## src/rtl/nibble_serial_adder_pkg.sv

```systemverilog
// Shared types and constants for the nibble-serial adder.
// The optional SUBTRACT_EN build adds the subtract path.
package nibble_add_pkg;

  typedef enum logic [1:0] {
    IDLE,
    RUN,
    DONE
  } state_t;

  localparam int NIB_W = 4;

endpackage

```

## src/rtl/nibble_serial_adder_if.sv

```systemverilog
// Operand/result handshake bundle for nibble_serial_adder.
// The sub signal exists only when SUBTRACT_EN is defined.
interface nibble_serial_adder_if #(
  parameter int WIDTH = 16
);

  logic             in_valid;
  logic             in_ready;
  logic [WIDTH-1:0] a;
  logic [WIDTH-1:0] b;
  logic             cin;
`ifdef SUBTRACT_EN
  logic             sub;
`endif
  logic             out_valid;
  logic             out_ready;
  logic [WIDTH-1:0] sum;
  logic             cout;
  logic             ovf;

`ifdef SUBTRACT_EN
  modport master (
    output in_valid, a, b, cin, sub, out_ready,
    input  in_ready, out_valid, sum, cout, ovf
  );

  modport slave (
    input  in_valid, a, b, cin, sub, out_ready,
    output in_ready, out_valid, sum, cout, ovf
  );
`else
  modport master (
    output in_valid, a, b, cin, out_ready,
    input  in_ready, out_valid, sum, cout, ovf
  );

  modport slave (
    input  in_valid, a, b, cin, out_ready,
    output in_ready, out_valid, sum, cout, ovf
  );
`endif

endinterface

```

## src/rtl/nibble_serial_adder_cla4_slice.sv

```systemverilog
// Combinational 4-bit carry-lookahead slice; c3 is the carry into bit 3,
// exposed so the caller can form signed overflow.
module cla4_slice
  import nibble_add_pkg::*;
(
  input  logic [NIB_W-1:0] a4,
  input  logic [NIB_W-1:0] b4,
  input  logic             ci,
  output logic [NIB_W-1:0] s4,
  output logic             co,
  output logic             c3
);

  logic [NIB_W-1:0] w_g;
  logic [NIB_W-1:0] w_p;
  logic             w_c1;
  logic             w_c2;

  assign w_g = a4 & b4;
  assign w_p = a4 ^ b4;

  // Flattened lookahead: every carry is a sum of products of g/p and ci.
  assign w_c1 = w_g[0] | (w_p[0] & ci);
  assign w_c2 = w_g[1] | (w_p[1] & w_g[0]) | (w_p[1] & w_p[0] & ci);
  assign c3   = w_g[2] | (w_p[2] & w_g[1]) | (w_p[2] & w_p[1] & w_g[0])
              | (w_p[2] & w_p[1] & w_p[0] & ci);
  assign co   = w_g[3] | (w_p[3] & w_g[2]) | (w_p[3] & w_p[2] & w_g[1])
              | (w_p[3] & w_p[2] & w_p[1] & w_g[0])
              | (w_p[3] & w_p[2] & w_p[1] & w_p[0] & ci);

  assign s4 = w_p ^ {c3, w_c2, w_c1, ci};

endmodule

```

## src/rtl/nibble_serial_adder.sv

```systemverilog
// WIDTH-bit adder that streams operands through one 4-bit CLA slice,
// LS nibble first. Define SUBTRACT_EN to enable the a - b mode.
module nibble_serial_adder
  import nibble_add_pkg::*;
#(
  parameter int WIDTH = 16
) (
  input  logic                 clk,
  input  logic                 rst,
  nibble_serial_adder_if.slave bus
);

  localparam int NIB   = WIDTH / NIB_W;
  localparam int IDX_W = $clog2(NIB);
  localparam logic [IDX_W-1:0] LAST = IDX_W'(NIB - 1);

  state_t             r_state;
  logic [WIDTH-1:0]   r_a;
  logic [WIDTH-1:0]   r_b;
  logic [WIDTH-1:0]   r_sum;
  logic [IDX_W-1:0]   r_idx;
  logic               r_carry;
  logic               r_cout;
  logic               r_ovf;
  logic               r_outValid;

  logic [NIB_W-1:0]   w_a4;
  logic [NIB_W-1:0]   w_b4;
  logic [NIB_W-1:0]   w_s4;
  logic               w_co;
  logic               w_c3;

  assign w_a4 = r_a[NIB_W*r_idx +: NIB_W];
  assign w_b4 = r_b[NIB_W*r_idx +: NIB_W];

  cla4_slice u_slice (
    .a4 (w_a4),
    .b4 (w_b4),
    .ci (r_carry),
    .s4 (w_s4),
    .co (w_co),
    .c3 (w_c3)
  );

  always_ff @(posedge clk or posedge rst) begin
    if (rst) begin
      r_state    <= IDLE;
      r_a        <= '0;
      r_b        <= '0;
      r_sum      <= '0;
      r_idx      <= '0;
      r_carry    <= 1'b0;
      r_cout     <= 1'b0;
      r_ovf      <= 1'b0;
      r_outValid <= 1'b0;
    end else begin
      case (r_state)
        IDLE: begin
          if (bus.in_valid) begin
            r_a   <= bus.a;
            r_idx <= '0;
`ifdef SUBTRACT_EN
            // Subtraction is a + ~b + 1, so B is inverted once at accept time.
            r_b     <= bus.sub ? ~bus.b : bus.b;
            r_carry <= bus.sub | bus.cin;
`else
            r_b     <= bus.b;
            r_carry <= bus.cin;
`endif
            r_state <= RUN;
          end
        end
        RUN: begin
          r_sum[NIB_W*r_idx +: NIB_W] <= w_s4;
          r_carry <= w_co;
          r_idx   <= r_idx + 1'b1;
          if (r_idx == LAST) begin
            r_cout     <= w_co;
            r_ovf      <= w_c3 ^ w_co;
            r_outValid <= 1'b1;
            r_state    <= DONE;
          end
        end
        DONE: begin
          if (bus.out_ready) begin
            r_outValid <= 1'b0;
            r_state    <= IDLE;
          end
        end
        default: r_state <= IDLE;
      endcase
    end
  end

  assign bus.in_ready  = (r_state == IDLE);
  assign bus.out_valid = r_outValid;
  assign bus.sum       = r_sum;
  assign bus.cout      = r_cout;
  assign bus.ovf       = r_ovf;

endmodule

```

## src/flat_wrapper.sv

```systemverilog
// flat-port wrapper written by rule: the top's interface ports become plain ports
module nibble_serial_adder_flat import nibble_add_pkg::*;
#(
  parameter int WIDTH = 16
)
  (clk, rst, bus_in_valid, bus_a, bus_b, bus_cin, bus_out_ready, bus_in_ready, bus_out_valid, bus_sum, bus_cout, bus_ovf);
  nibble_serial_adder_if #(.WIDTH(WIDTH)) bus_i ();
  input  logic clk;
  input  logic rst;
  input wire logic [$bits(bus_i.in_valid)-1:0] bus_in_valid;
  input wire logic [$bits(bus_i.a)-1:0] bus_a;
  input wire logic [$bits(bus_i.b)-1:0] bus_b;
  input wire logic [$bits(bus_i.cin)-1:0] bus_cin;
  input wire logic [$bits(bus_i.out_ready)-1:0] bus_out_ready;
  output wire logic [$bits(bus_i.in_ready)-1:0] bus_in_ready;
  output wire logic [$bits(bus_i.out_valid)-1:0] bus_out_valid;
  output wire logic [$bits(bus_i.sum)-1:0] bus_sum;
  output wire logic [$bits(bus_i.cout)-1:0] bus_cout;
  output wire logic [$bits(bus_i.ovf)-1:0] bus_ovf;
  assign bus_i.in_valid = bus_in_valid;
  assign bus_i.a = bus_a;
  assign bus_i.b = bus_b;
  assign bus_i.cin = bus_cin;
  assign bus_i.out_ready = bus_out_ready;
  assign bus_in_ready = bus_i.in_ready;
  assign bus_out_valid = bus_i.out_valid;
  assign bus_sum = bus_i.sum;
  assign bus_cout = bus_i.cout;
  assign bus_ovf = bus_i.ovf;
  nibble_serial_adder #(.WIDTH(WIDTH)) u_core (.clk(clk), .rst(rst), .bus(bus_i));
endmodule
```

## config.mk

```make
export PLATFORM = sky130hd
export DESIGN_NAME = nibble_serial_adder_flat
export DESIGN_NICKNAME = d
export VERILOG_FILES = /design/src/rtl/nibble_serial_adder_pkg.sv /design/src/rtl/nibble_serial_adder_if.sv /design/src/rtl/nibble_serial_adder_cla4_slice.sv /design/src/rtl/nibble_serial_adder.sv /design/src/flat_wrapper.sv
export SDC_FILE = /design/constraint.sdc
export NUM_CORES = 1
export LEC_CHECK = 0
export BUFFER_PORTS_ARGS = -buffer_cell sky130_fd_sc_hd__buf_2
export CAP_MARGIN = 20
export CORE_AREA = 2 2 84 86
export DETAILED_ROUTE_END_ITERATION = 8
export DIE_AREA = 0 0 86 88
export GPL_ROUTABILITY_DRIVEN = 0
export GPL_TIMING_DRIVEN = 0
export PLACE_DENSITY = 0.7
export SETUP_SLACK_MARGIN = 0.05
export SYNTH_ARGS = -nofsm -noshare
export SYNTH_HDL_FRONTEND = slang
export SYNTH_SLANG_ARGS = --single-unit
```

## constraint.sdc

```tcl
create_clock -name clk -period 2.31 [get_ports clk]
set_input_delay 0.3465 -clock clk [delete_from_list [all_inputs] [get_ports clk]]
set_output_delay 0.3465 -clock clk [all_outputs]
set_load 0.01 [all_outputs]
```

# Yosys cells after proc, flatten, opt, wreduce, memory -nomap -nowiden

Index checks and enable logic that the tools add are counted.

Register bits after elaboration: 56
Input bits: 37
Output and inout port bits: 20
Logic and storage cells: 71

Add/subtract/negate cells: 2
Equal/unequal tests: 6
Shift-type cells: 4
Muxes and demuxes: 12
Bitwise operators: 30
Reduce and logical (&&, ||, !) cells: 8

Operator list:

| kind                                                   | number |
|---|---|
| negator 4 -> 34 bit                                    | 1 |
| variable shift 4 x 34 -> 16 bit (first input constant) | 1 |
| indexed part select 4 x 34 -> 16 bit                   | 1 |
| indexed part select 16 x 5 -> 4 bit                    | 2 |
| bitwise AND 1 bit                                      | 16 |
| bitwise mux 16 bit                                     | 1 |
| OR 1 bit                                               | 10 |
| two-way mux 2 bit                                      | 4 |
| bitwise XOR 4 bit                                      | 2 |
| one-hot mux 2 bit (3 select lines)                     | 1 |
| AND reduction 2 bit                                    | 3 |
| AND reduction 3 bit                                    | 2 |
| bitwise AND 4 bit                                      | 1 |
| equality test 2 bit (second input constant)            | 2 |
| inequality test 2 bit (second input constant)          | 2 |
| one-hot mux 1 bit (2 select lines)                     | 2 |
| one-hot mux 2 bit (2 select lines)                     | 1 |
| nonzero test 2 bit                                     | 2 |
| two-way mux 1 bit                                      | 3 |
| adder 2 x 1 -> 2 bit (second input constant)           | 1 |
| equality test 2 x 1 -> 1 bit (second input constant)   | 1 |
| zero test 2 bit                                        | 1 |
| inequality test 2 x 1 -> 1 bit (second input constant) | 1 |
| bitwise XOR 1 bit                                      | 1 |

# Longest topological paths before layout

Word-level depth: 9
Depth in mapped cells: 7
Mapped depth without buffers: 6

# By module

A second synthesis with hierarchy kept.

Cell total of the unflattened synthesis: 206
Area total of the unflattened synthesis: 2733.9 um2

Modules (own cells, without submodules):

| module              | times used | cells an instance | area an instance (um2) | seq. area each (um2) |
|---|---|---|---|---|
| nibble_serial_adder | 1          | 188               | 2578.7                 | 1401.3 |
| cla4_slice          | 1          | 18                | 155.1                  | 0.0 |

# Worst setup path after synthesis

Ideal clock, no wire load.

Path kind: register -> register
Start: register u_core.r_idx[0]
End: register u_core.r_sum[15] (netlist: u_core.bus.sum[15])
Library setup time: 0.121 ns
Data arrival time: 2.396 ns
Data required time: 2.189 ns
Setup slack: -0.207 ns
Cell stages (with the launch flop): 8
Buffers on the path: 1
Period minus slack after synthesis: 2.517 ns
Cell sequence: dfrtp_1 -> buf_2 -> mux4_2 -> ha_1 -> a211oi_1 -> o21bai_1 -> xor2_1 -> a22o_1

Word-level cells in the longest chain between the ends: 9
Elaborated cells between the ends (all ways): 24
Classes of those cells: add/sub (1); shift (4); mux (1); bitwise (18)

Ends and longest elaborated chain:

| what                                                          | line                                                                       | RTL |
|---|---|---|
| from (decl)                                                   | nibble_serial_adder.sv:21                                                  | `logic [IDX_W-1:0] r_idx;` |
| from (signal assigned)                                        | nibble_serial_adder.sv:76                                                  | `r_idx <= r_idx + 1'b1;` |
| indexed part select 16 x 5 -> 4 bit, on equally long branches | nibble_serial_adder.sv:33, nibble_serial_adder.sv:34                       |  |
| bitwise XOR 4 bit / bitwise AND 4 bit (equally long branches) | nibble_serial_adder_cla4_slice.sv:20, nibble_serial_adder_cla4_slice.sv:19 |  |
| bitwise AND 1 bit, on equally long branches                   | nibble_serial_adder_cla4_slice.sv:25, nibble_serial_adder_cla4_slice.sv:26 |  |
| OR 1 bit (tied with other cells)                              | nibble_serial_adder_cla4_slice.sv:25                                       | `assign c3 = w_g[2] \| (w_p[2] & w_g[1]) \| (w_p[2] & w_p[1] & w_g[0])` |
| OR 1 bit / bitwise AND 1 bit (equally long branches)          | nibble_serial_adder_cla4_slice.sv:25, nibble_serial_adder_cla4_slice.sv:26 |  |
| OR 1 bit                                                      | nibble_serial_adder_cla4_slice.sv:26                                       | `\| (w_p[2] & w_p[1] & w_p[0] & ci);` |
| bitwise XOR 4 bit                                             | nibble_serial_adder_cla4_slice.sv:31                                       | `assign s4 = w_p ^ {c3, w_c2, w_c1, ci};` |
| indexed part select 4 x 34 -> 16 bit                          | nibble_serial_adder.sv:74                                                  | `r_sum[NIB_W*r_idx +: NIB_W] <= w_s4;` |
| bitwise mux 16 bit *                                          | nibble_serial_adder.sv:74                                                  |  |
| to (signal, indexed assignment)                               | nibble_serial_adder.sv:74                                                  |  |
| to (decl)                                                     | nibble_serial_adder.sv:20                                                  | `logic [WIDTH-1:0] r_sum;` |

Every way passes the cells marked *; elsewhere a longest branch is shown, timed or not.
A chain may end at the register's enable or synchronous reset.

# Final worst setup path

Same ends and word-level chain as after synthesis.

==> summary.txt <==
Final layout
  • Final Core Density: 0.494
  • Ratio of cells with drive above 1 in the final layout: 0.332
  • Layout fillers: 626
  • Cell Count, Final, Fillers Out: 402
  • Area growth from synthesis to layout: 26.7%
  • Final net count: 370
  • ANT cells: 0
  • Fin area: 3280 um^2

STA
  • Fin crit period: 2.25 ns
  • Slew HR: 0.591
  • Final worst setup slack: 0.0602 ns
  • RSZ-0062 raised after global routing: yes
  • Final setup fails: 0
  • Final critical-path share of the clock period: 0.974
  • Worst Max-Slew Pin Slew: 0.612 ns
  • Hold Violations, Final: 0
  • Setup TNS: 0 ns
  • Clock skew: 0.0103 ns
  • Hold Slack: 0.105 ns
  • F_max: 444 MHz
  • Max-slew violations: 0

Floorplan
  • Core area: 6640 um^2
  • Die X: 86 um
  • Number of top-level pins: 57
  • Initial core utilization: 0.390
  • Full die area: 7570 um^2
  • Row count: 30
  • Die Ht: 88 um

Drt
  • Met2 Routed Length: 2.98 mm
  • Routed Antenna Nets: 0
  • Pre-antenna DRT Iters: 5
  • DRC violations left: 0
  • Final WL: 5.83 mm
  • Initial DRC count: 122
  • Total number of vias: 2001
  • Vias per cell: 4.98
  • Metal3 WL: 258 um
  • Avg WL per Cell: 14.5 um
  • Wl on met1: 2.58 mm
  • Top sig layer: met4

Synth
  • Synth warnings: 0
  • Yosys top cell area share: 0.541
  • Syn_area_per_cell: 10.6 um^2
  • Post-synth top cells: nand2_1 (106), dfrtp_1 (56), a22o_1 (16)
  • Sequential fraction of the synthesis area: 0.541
  • Post-Syn Nets: 294
  • Syn Inst Count: 245
  • Cell variety after synth: 28
  • Count leader, synth: nand2_1
  • Seq cells post-synth: 56
  • Top cells by area, synth: dfrtp_1 (54%), nand2_1 (15%), mux4_2 (7.0%)
  • Post-synthesis cell area: 2590 um^2
  • Synth async-reset ratio: 1.00
  • Primary FF master, synth: dfrtp_1
  • EDFF count, synth: 0
  • Leading area contributor after synthesis: dfrtp_1

GRT
  • Total grt overflow: 0
  • Largest net degree at the start of global routing: 30
  • Vias in the first global route: 1980
  • GRT Util Overall: 0.159
  • First-pass GRT wire length: 9.45 mm
  • Initial antenna violation count: 0

Min path
  • Worst hold path class: in2async

Power and ir drop
  • Power Total: 5.31 mW
  • Internal power component: 3.09 mW
  • Power Dens Cells: 1620 nW/um^2
  • Switching power as a share of total power: 0.417
  • Seq pwr share: 0.307
  • Leak Pwr: 1.73 nW
  • Switching Power: 2.21 mW
  • Comb pwr share: 0.573
  • Clock network power share: 0.120
  • VDD IR-drop max: 0.000990 V

CTS
  • CTS tree: yes
  • Maximum clock insertion buffer count: 2
  • H-tree depth: 2
  • Clock Latency Late Sink: 0.31 ns
  • CTS root buf: clkbuf_8
  • Sink Count: 56
  • Clock-pin slew on the worst setup and hold paths: 0.09 ns
  • Num CTS Buffers: 5

Setup path
  • CP peak stage delay: 0.57 ns
  • CP Cell Sequence: buf_8 > mux4_2 > ha_4 > a211oi_2 > o21bai_2 > xor2_2 > a22o_1
  • Worst EP arrival: 2.45 ns
  • Cell family with most CP delay: multiplexers
  • CP startpoint kind: flop
  • Crit-path max FO: 6
  • Setup Crit Path Kind: reg2reg
  • Worst Path Buf+Inv: 1
  • Critical Path RT: 2.51 ns
  • Critical-path top delay cell: mux4_2
  • Critical Path End Type: flop

Placed design
  • PortBufs: 56
  • Cells after DPL: 382
  • DP Wirelength: 4.12 mm
  • DP Area: 3020 um^2
  • DP Worst Slack: -0.246 ns

Status
  • Outcome: complete, no violations

Run
  • Max_cap viols: 0
what timing repair did:
| item | 4_1_cts | 5_1_grt |
|---|---|---|
| gates cloned | 0 | 0 |
| endpoints found under the setup margin | 15 | 14 |
| hold buffers | 0 | 0 |
| setup buffers | 8 | 4 |
| pin swaps | 3 | 5 |
| resized for setup | 7 | 3 |
sequential cells by signal, summed over array words and instances (netlist names):
name                  count
u_core.bus.sum           16
u_core.r_carry            1
u_core.r_a               16
u_core.r_state            2
u_core.r_idx              2
u_core.bus.out_valid      1
u_core.bus.ovf            1
u_core.bus.cout           1
u_core.r_b               16
logic make-up after synthesis:
group / count (synthesis) / share of synthesized area
and+or+nand+nor: 119 / 0.200
muxes: 9 / 0.0734
xor gates and xnor gates: 3 / 0.0101
DFF: 56 / 0.541
AOI/OAI and AO/OA: 32 / 0.0908
buffers and inverters: 14 / 0.0242
adders and majority gates: 12 / 0.0609
worst paths after layout:
check	startpoint	to	slack, ns	depth (start not counted)
setup / recovery	u_core.r_idx[0]	u_core.bus.sum[15]	0.06	7
hold / removal	rst	u_core.bus.sum[15]	0.11	2
setup reg to reg	u_core.r_idx[0]	u_core.bus.sum[15]	0.06	7
hold reg to reg	u_core.r_a[8]	u_core.r_a[8]	0.48	2
max in group asynchronous	rst	u_core.r_idx[1]	1.65	3
min in group clk	bus_out_ready	u_core.r_state[1]	0.22	2
per-layer routing:
layer / GRT usage / up-vias
met5: 0 / -
met4: 0.0390 / 0
met3: 0.0273 / 2
met2: 0.276 / 54
met1: 0.209 / 971
li1: - / 974
power groups by stage:
stage                     sequential, mW  combinational, mW  clock, mW
final                               1.63               3.04      0.640
after global routing                1.68               3.38      0.686
after CTS                           1.63               2.83      0.659
after global placement              1.65               2.44          0
after detailed placement            1.67               2.51          0
after floorplan                     1.64               1.81          0
layout make-up:
class / instances / area, um^2 / share of cell area
flip-flops and latches: 56 / 1400 / 0.427
inverters: 5 / 18.8 / 0.00572
well taps: 80 / 100 / 0.0305
clock buffers: 5 / 68.8 / 0.0210
plain buffers: 9 / 60.1 / 0.0183
clock inverters: 3 / 42.5 / 0.0130
repair buffers: 69 / 390 / 0.119
multi-input cells: 175 / 1200 / 0.365
cell usage in the layout (no fill, tap or decap), types with 2 or more instances in the layout:
cell,n
ha_1,8
dfrtp_1,55
a22o_1,16
a21oi_1,3
o21ai_0,5
buf_2,59
mux4_2,8
and4_1,2
clkbuf_8,5
inv_1,3
ha_4,3
xnor2_2,2
inv_2,2
o31ai_1,2
nand2_1,106
buf_4,13
nor2_1,5
clkbuf_1,3
Power figures use the tool's default switching activity.
